[config.mk]
export PLATFORM = sky130hd
export DESIGN_NAME = ifid_elastic_reg
export DESIGN_NICKNAME = d
export VERILOG_FILES = /design/src/rtl/ifid_elastic_reg.sv
export SDC_FILE = /design/constraint.sdc
export NUM_CORES = 1
export LEC_CHECK = 0
export ABC_AREA = 1
export BUFFER_PORTS_ARGS = -buffer_cell sky130_fd_sc_hd__clkbuf_2
export CAP_MARGIN = 25
export CORE_ASPECT_RATIO = 0.5
export CORE_MARGIN = 2
export CORE_UTILIZATION = 55
export DETAILED_ROUTE_END_ITERATION = 8
export HOLD_SLACK_MARGIN = 0.02
export PLACE_DENSITY = 0.8
export SLEW_MARGIN = 5
export SYNTH_ARGS = -nofsm -noshare
export SYNTH_HDL_FRONTEND = slang
export SYNTH_SLANG_ARGS = --single-unit
export TNS_END_PERCENT = 1
[constraint.sdc]
create_clock -name clk_i -period 2.2 [get_ports clk_i]
set_clock_uncertainty 0.1 [all_clocks]
set_input_delay 0.22 -clock clk_i [delete_from_list [all_inputs] [get_ports clk_i]]
set_output_delay 0.22 -clock clk_i [all_outputs]
set_load 0.02 [all_outputs]
[src/rtl/ifid_elastic_reg.sv]
// ============================================================================
// Module   : ifid_elastic_reg
// Purpose  : elastic IF/ID register with a 2-entry skid buffer and flush to bubble.
//            Optional perf counters are enabled by defining IFID_ELASTIC_PERF_EN.
// Revision : 1.0
// ============================================================================
`default_nettype none

module ifid_elastic_reg #(
    parameter int                 PC_W         = 32,
    parameter int                 INSTR_W      = 32,
    parameter logic [INSTR_W-1:0] BUBBLE_INSTR = {INSTR_W{1'b0}}
) (
    input  logic               clk_i,
    input  logic               rst_i,
    input  logic               flush_i,
    input  logic               up_valid_i,
    output logic               up_ready_o,
    input  logic [PC_W-1:0]    pc_i,
    input  logic [INSTR_W-1:0] instr_i,
    output logic               dn_valid_o,
    input  logic               dn_ready_i,
    output logic [PC_W-1:0]    pc_o,
    output logic [INSTR_W-1:0] instr_o,
    output logic [1:0]         occupancy_o
`ifdef IFID_ELASTIC_PERF_EN
    ,
    output logic [31:0]        stall_cnt_o,
    output logic [31:0]        flush_cnt_o
`endif
);

    localparam logic [1:0] S_EMPTY = 2'd0;
    localparam logic [1:0] S_BUSY  = 2'd1;
    localparam logic [1:0] S_FULL  = 2'd2;

    logic [1:0]         r_state;
    logic [PC_W-1:0]    r_main_pc;
    logic [INSTR_W-1:0] r_main_instr;
    logic [PC_W-1:0]    r_skid_pc;
    logic [INSTR_W-1:0] r_skid_instr;
    logic               w_up_xfer;
    logic               w_dn_xfer;

    assign dn_valid_o  = (r_state != S_EMPTY);
    assign up_ready_o  = (r_state != S_FULL);
    assign occupancy_o = r_state;
    assign w_up_xfer   = up_valid_i & up_ready_o;
    assign w_dn_xfer   = dn_valid_o & dn_ready_i;

    // Payload is masked while empty so a flushed stage always looks like a NOP.
    assign pc_o    = dn_valid_o ? r_main_pc    : {PC_W{1'b0}};
    assign instr_o = dn_valid_o ? r_main_instr : BUBBLE_INSTR;

    always_ff @(posedge clk_i) begin
        if (!rst_i) begin
            r_state      <= S_EMPTY;
            r_main_pc    <= {PC_W{1'b0}};
            r_main_instr <= BUBBLE_INSTR;
            r_skid_pc    <= {PC_W{1'b0}};
            r_skid_instr <= BUBBLE_INSTR;
        end else if (flush_i) begin
            r_state <= S_EMPTY;
        end else begin
            case (r_state)
                S_EMPTY: begin
                    if (w_up_xfer) begin
                        r_state      <= S_BUSY;
                        r_main_pc    <= pc_i;
                        r_main_instr <= instr_i;
                    end
                end
                S_BUSY: begin
                    if (w_up_xfer && w_dn_xfer) begin
                        r_main_pc    <= pc_i;
                        r_main_instr <= instr_i;
                    end else if (w_up_xfer) begin
                        r_state      <= S_FULL;
                        r_skid_pc    <= pc_i;
                        r_skid_instr <= instr_i;
                    end else if (w_dn_xfer) begin
                        r_state <= S_EMPTY;
                    end
                end
                S_FULL: begin
                    if (w_dn_xfer) begin
                        r_state      <= S_BUSY;
                        r_main_pc    <= r_skid_pc;
                        r_main_instr <= r_skid_instr;
                    end
                end
                default: r_state <= S_EMPTY;
            endcase
        end
    end

`ifdef IFID_ELASTIC_PERF_EN
    logic [31:0] r_stall_cnt;
    logic [31:0] r_flush_cnt;

    assign stall_cnt_o = r_stall_cnt;
    assign flush_cnt_o = r_flush_cnt;

    // Both counters saturate rather than wrap.
    always_ff @(posedge clk_i) begin
        if (!rst_i) begin
            r_stall_cnt <= 32'd0;
            r_flush_cnt <= 32'd0;
        end else begin
            if (dn_valid_o && !dn_ready_i && (r_stall_cnt != 32'hFFFF_FFFF)) begin
                r_stall_cnt <= r_stall_cnt + 32'd1;
            end
            if (flush_i && (r_flush_cnt != 32'hFFFF_FFFF)) begin
                r_flush_cnt <= r_flush_cnt + 32'd1;
            end
        end
    end
`endif

endmodule

`default_nettype wire

== Yosys cells after proc, flatten, opt, wreduce, memory -nomap -nowiden ==
Index checks and enable logic that the tools add are counted.
Operators by class
  mux-type cells: 16
  reductions and logical operators: 8
  bitwise logic cells: 5
  eq/ne operators: 8
Operators by type and width (number)
  2-to-1 mux 32 bit: 8
  one-hot mux 32 bit (3 select lines): 2
  2-to-1 mux 2 bit: 5
  inequality test 2 bit (second input constant): 5
  AND reduction 4 bit: 2
  one-hot mux 2 bit (3 select lines): 1
  AND reduction 5 bit: 1
  inequality test 3 bit (second input constant): 1
  inverter 1 bit: 3
  nonzero test 3 bit: 1
  AND 1 bit: 2
  == test 2 x 1 -> 1 bit (second input constant): 1
  == test 2 bit (second input constant): 1
  zero test 2 bit: 1
  nonzero test 2 bit: 1
  OR reduction 2 bit: 1
  logical AND 1 bit: 1
Storage, ports and cells
  word-level logic and storage cells: 42
  flip-flop bits (word level): 130
  output and inout bits: 68
  input port bits: 69

== Logic depth before layout (Yosys ltp) ==
  depth in word-level cells: 6
  depth in mapped cells: 11

== Least setup slack after synthesis ==
Ideal clock, no wire load.
  path type: reg2reg
  from: register r_state[0] (netlist: occupancy_o[0])
  to: register r_state[0] (netlist: occupancy_o[0])
  setup time: 0.111 ns
  required time: 1.989 ns
  buffers on the path: 2
  period minus slack after synthesis: 1.761 ns
  setup slack: 0.439 ns
  cell stages (with the launch flop): 10
  arrival: 1.551 ns
  path through: dfxtp_1 buf_4 inv_4 nand2_2 buf_1 nand2_1 o21ai_0 nand3_1 nand3_1 inv_1
On the way
  longest elaborated chain between the ends: 5
  elaborated cells between the ends (all ways): 16
  those cells by class: 7 x eq/ne; 3 x mux; 2 x bitwise; 4 x reduce/logical
Ends and longest elaborated chain
  start: declaration: line 37  | logic [1:0] r_state;
  start signal: assignment: line 57  | r_state <= S_EMPTY;
  start signal: assignment: line 63  | r_state <= S_EMPTY;
  start signal: assignment: line 68  | r_state <= S_BUSY;
  inequality test 2 bit (*): line 46  | assign up_ready_o = (r_state != S_FULL);
  via up_ready_o: line 18  | output logic up_ready_o,
  AND 1 bit (*): line 48  | assign w_up_xfer = up_valid_i & up_ready_o;
  2-to-1 mux 2 bit or logical AND 1 bit (tied branches): line 77, 74
  2-to-1 mux 2 bit or inequality test 2 bit (tied branches)
  one-hot mux 2 bit (3 select lines) or AND reduction 4 bit (tied branches)
The timed path passes the listed nets; every way through them passes the cells marked *. The select of a mux whose other input is x is not followed.
A chain may end at the register's enable or synchronous reset.

== Worst setup path after layout ==
  from: register r_state[1] (netlist: occupancy_o[1])
  to: output pc_o[29]
On the way
  longest elaborated chain between the ends: 2
Ends and longest elaborated chain
  nonzero test 2 bit: line 45  | assign dn_valid_o = (r_state != S_EMPTY);
  2-to-1 mux 32 bit: line 52  | assign pc_o = dn_valid_o ? r_main_pc : {PC_W{1'b0}};
  end: declaration: line 23  | output logic [PC_W-1:0] pc_o,
No other way between the ends.

==> impl_metrics.json <==
{
  "seq_area_frac_synth": 0.389,
  "track_usage": 0.268,
  "crit_type": "flip-flop to primary output",
  "yosysTopAreaCell": "dfxtp_1",
  "syn_inst": 1093,
  "setup_viol": 0,
  "fin_tns_setup_ns": 0,
  "place_area_um2": 7490,
  "r2r_cells": 5,
  "synth.avg_cell_area_um2": 6.12,
  "finalPower_mw": 6.05,
  "syn-num-nets": 1162,
  "worstSetupStartpointType": "flip-flop",
  "finalCritPeriodShare": 0.932,
  "synth_ff_type": "dfxtp_1",
  "grt_pass1_vias": 6290,
  "rsz0062_at_grt": "no",
  "endpoint_kind": "primary output",
  "drt.antenna.violating_nets": 0,
  "cap_viol_max_count": 0,
  "worstPathArrival_ns": 1.73,
  "met1_usage": 0.330,
  "multi_input_area_um2": 3150,
  "cp-startpoint": "occupancy_o[1]$_SDFFE_PP0P_",
  "drt_iter0_markers": 478,
  "start_util": 0.565,
  "synth_edf_count": 0,
  "numCtsBuffers": 17,
  "hold_viol": 0,
  "syn-cell-area_um2": 6690,
  "holdWs_ns": 0.0386,
  "holdPathStages": 3,
  "clk_pin_slew_ns": 0.06,
  "synth-seq-cells": 130,
  "fp.dieArea_um2": 13100,
  "status": "finished clean",
  "place_ws_ns": 0.407,
  "grt-busiest-layer": "met2",
  "cts_max_level": 4,
  "worstReg2RegStart": "occupancy_o[1]$_SDFFE_PP0P_",
  "drc_errors": 0,
  "grt_use_met2": 0.480,
  "wirelength_um": 17500,
  "grt_max_degree": 87,
  "p_leak_nw": 4.42,
  "die_x_um": 160,
  "gp_congestion": 0.756,
  "io_pins": 137,
  "clk_latency_ns": 0.41,
  "drive_gt1_frac": 0.157,
  "cts_tree": "done",
  "synth-async-reset-ratio": 0,
  "rows": 28,
  "worstPathRequired_ns": 1.88,
  "grt_overflow": 0,
  "yosysUniqueCellTypes": 23,
  "area_growth_pct": 29.8,
  "clock_sinks": 130,
  "grtUsageMet3": 0.0520,
  "min_period_ns": 2.05,
  "hold_path_startpoint": "instr_i[13]",
  "tightest_slew_ns": 0.439,
  "timing.slew.headroom": 0.707,
  "drv_slew": 0,
  "ys_warn_count": 0,
  "hold_class": "primary input to flip-flop",
  "synth_top_area_frac": 0.389,
  "clock_path_buffers": 2,
  "wire_per_inst_um": 12.3,
  "viasPerCell": 4.89,
  "pwr_density_cell_nw_per_um2": 697,
  "port_buffers": 136,
  "crit_fanout": 63,
  "post-dp-hpwl_um": 9700,
  "cts-root-buf": "clkbuf_16",
  "first_pass_iters": 6,
  "nets": 1321,
  "core_area_um2": 11800,
  "vias": 6998,
  "final_cell_area_um2": 8690,
  "post-synth-top-count-cell": "nand2_1",
  "die_y_um": 82.0,
  "netlist_top_cells_count": "259 x nand2_1, 253 x nor2_1, 160 x inv_1",
  "n_fill_cell": 973,
  "diodes": 0,
  "fin_ws_ns": 0.150,
  "seqCellArea_um2": 2600,
  "ir_drop_mv": 0.432,
  "antenna_found_initial": 0,
  "max_clock_freq_ghz": 0.488,
  "synth.area.top_cells": "dfxtp_1 39%, nand2_1 15%, nor2_1 14%, nand3_1 10%, inv_1 9.0%",
  "grt_pass1_wl_um": 28700
}
## cell usage in the layout, fill, tap and decap left out, drive strengths merged
master	count
nor2	256
o21ai	31
o211ai	1
clkinvlp	3
clkbuf	157
clkinv	6
a21boi	34
nand4	1
a21oi	2
a211oi	1
buf	18
bufinv	2
dlygate4sd3	60
nand2	261
nand3	137
dfxtp	130
inv	165
## logic make-up (layout without fill, tap and decap cells)
family	count (synthesis)	count (layout)	share of synthesized area
simple gates	655	655	0.400
buf+inv	239	411	0.144
compound gates	69	69	0.0664
flops	130	130	0.389
## area by class of cell
type | instances | share of cell area
well taps | 165 | 0.0238
multi-input cells | 724 | 0.362
repair buffers | 214 | 0.178
clock inverters | 11 | 0.0130
clock buffers | 21 | 0.0519
inverters | 165 | 0.0716
flip-flops and latches | 130 | 0.300
## path summary, 6_finish.rpt
check,to,slack [ns]
worst max-delay path,pc_o[29],0.15
worst min-delay path,r_skid_instr[13]$_SDFFE_PN0P_,0.04
worst max register to register,r_skid_pc[26]$_SDFFE_PN0P_,0.29
worst min register to register,r_skid_instr[24]$_SDFFE_PN0P_,0.37
## per-stage QoR
stage	utilization	cells
detailed placement	0.633	1337
global route	0.734	1430
global placement	0.633	1337
CTS	0.731	1429
floorplan	-	1093
finish	0.734	1430
## layer usage
| layer | vias to the layer above | part of all wire |
|---|---|---|
| met2 | 235 | 0.47 |
| met3 | 41 | 0.060 |
| met4 | 0 | 0.021 |
| li1 | 3597 | - |
| met5 | - | 0 |
| met1 | 3125 | 0.45 |
## power by group
part           internal [mW]  switching (mW)
registers               2.48          0.0587
clock network           1.68            1.03
logic                  0.332           0.470
## sequential cells by signal, summed over array words and instances (netlist names)
signal,cells
occupancy_o,2
r_main_instr,32
r_main_pc,32
r_skid_instr,32
r_skid_pc,32
## critical path, cell delays in order (launching register included)
cell and delay (ns):
dfxtp_2 0.57, nor2_4 0.12, buf_12 0.20, nor2_1 0.16, clkbuf_2 0.21
## timing repair
action | in CTS | in global routing
hold buffers | 60 | 0
endpoints found under the setup margin | 0 | 1
buffers inserted | 0 | 0
gates resized for setup | 0 | 1
endpoints found under the hold margin | 60 | 0
Note: power is estimated with default switching activity, not from simulation.
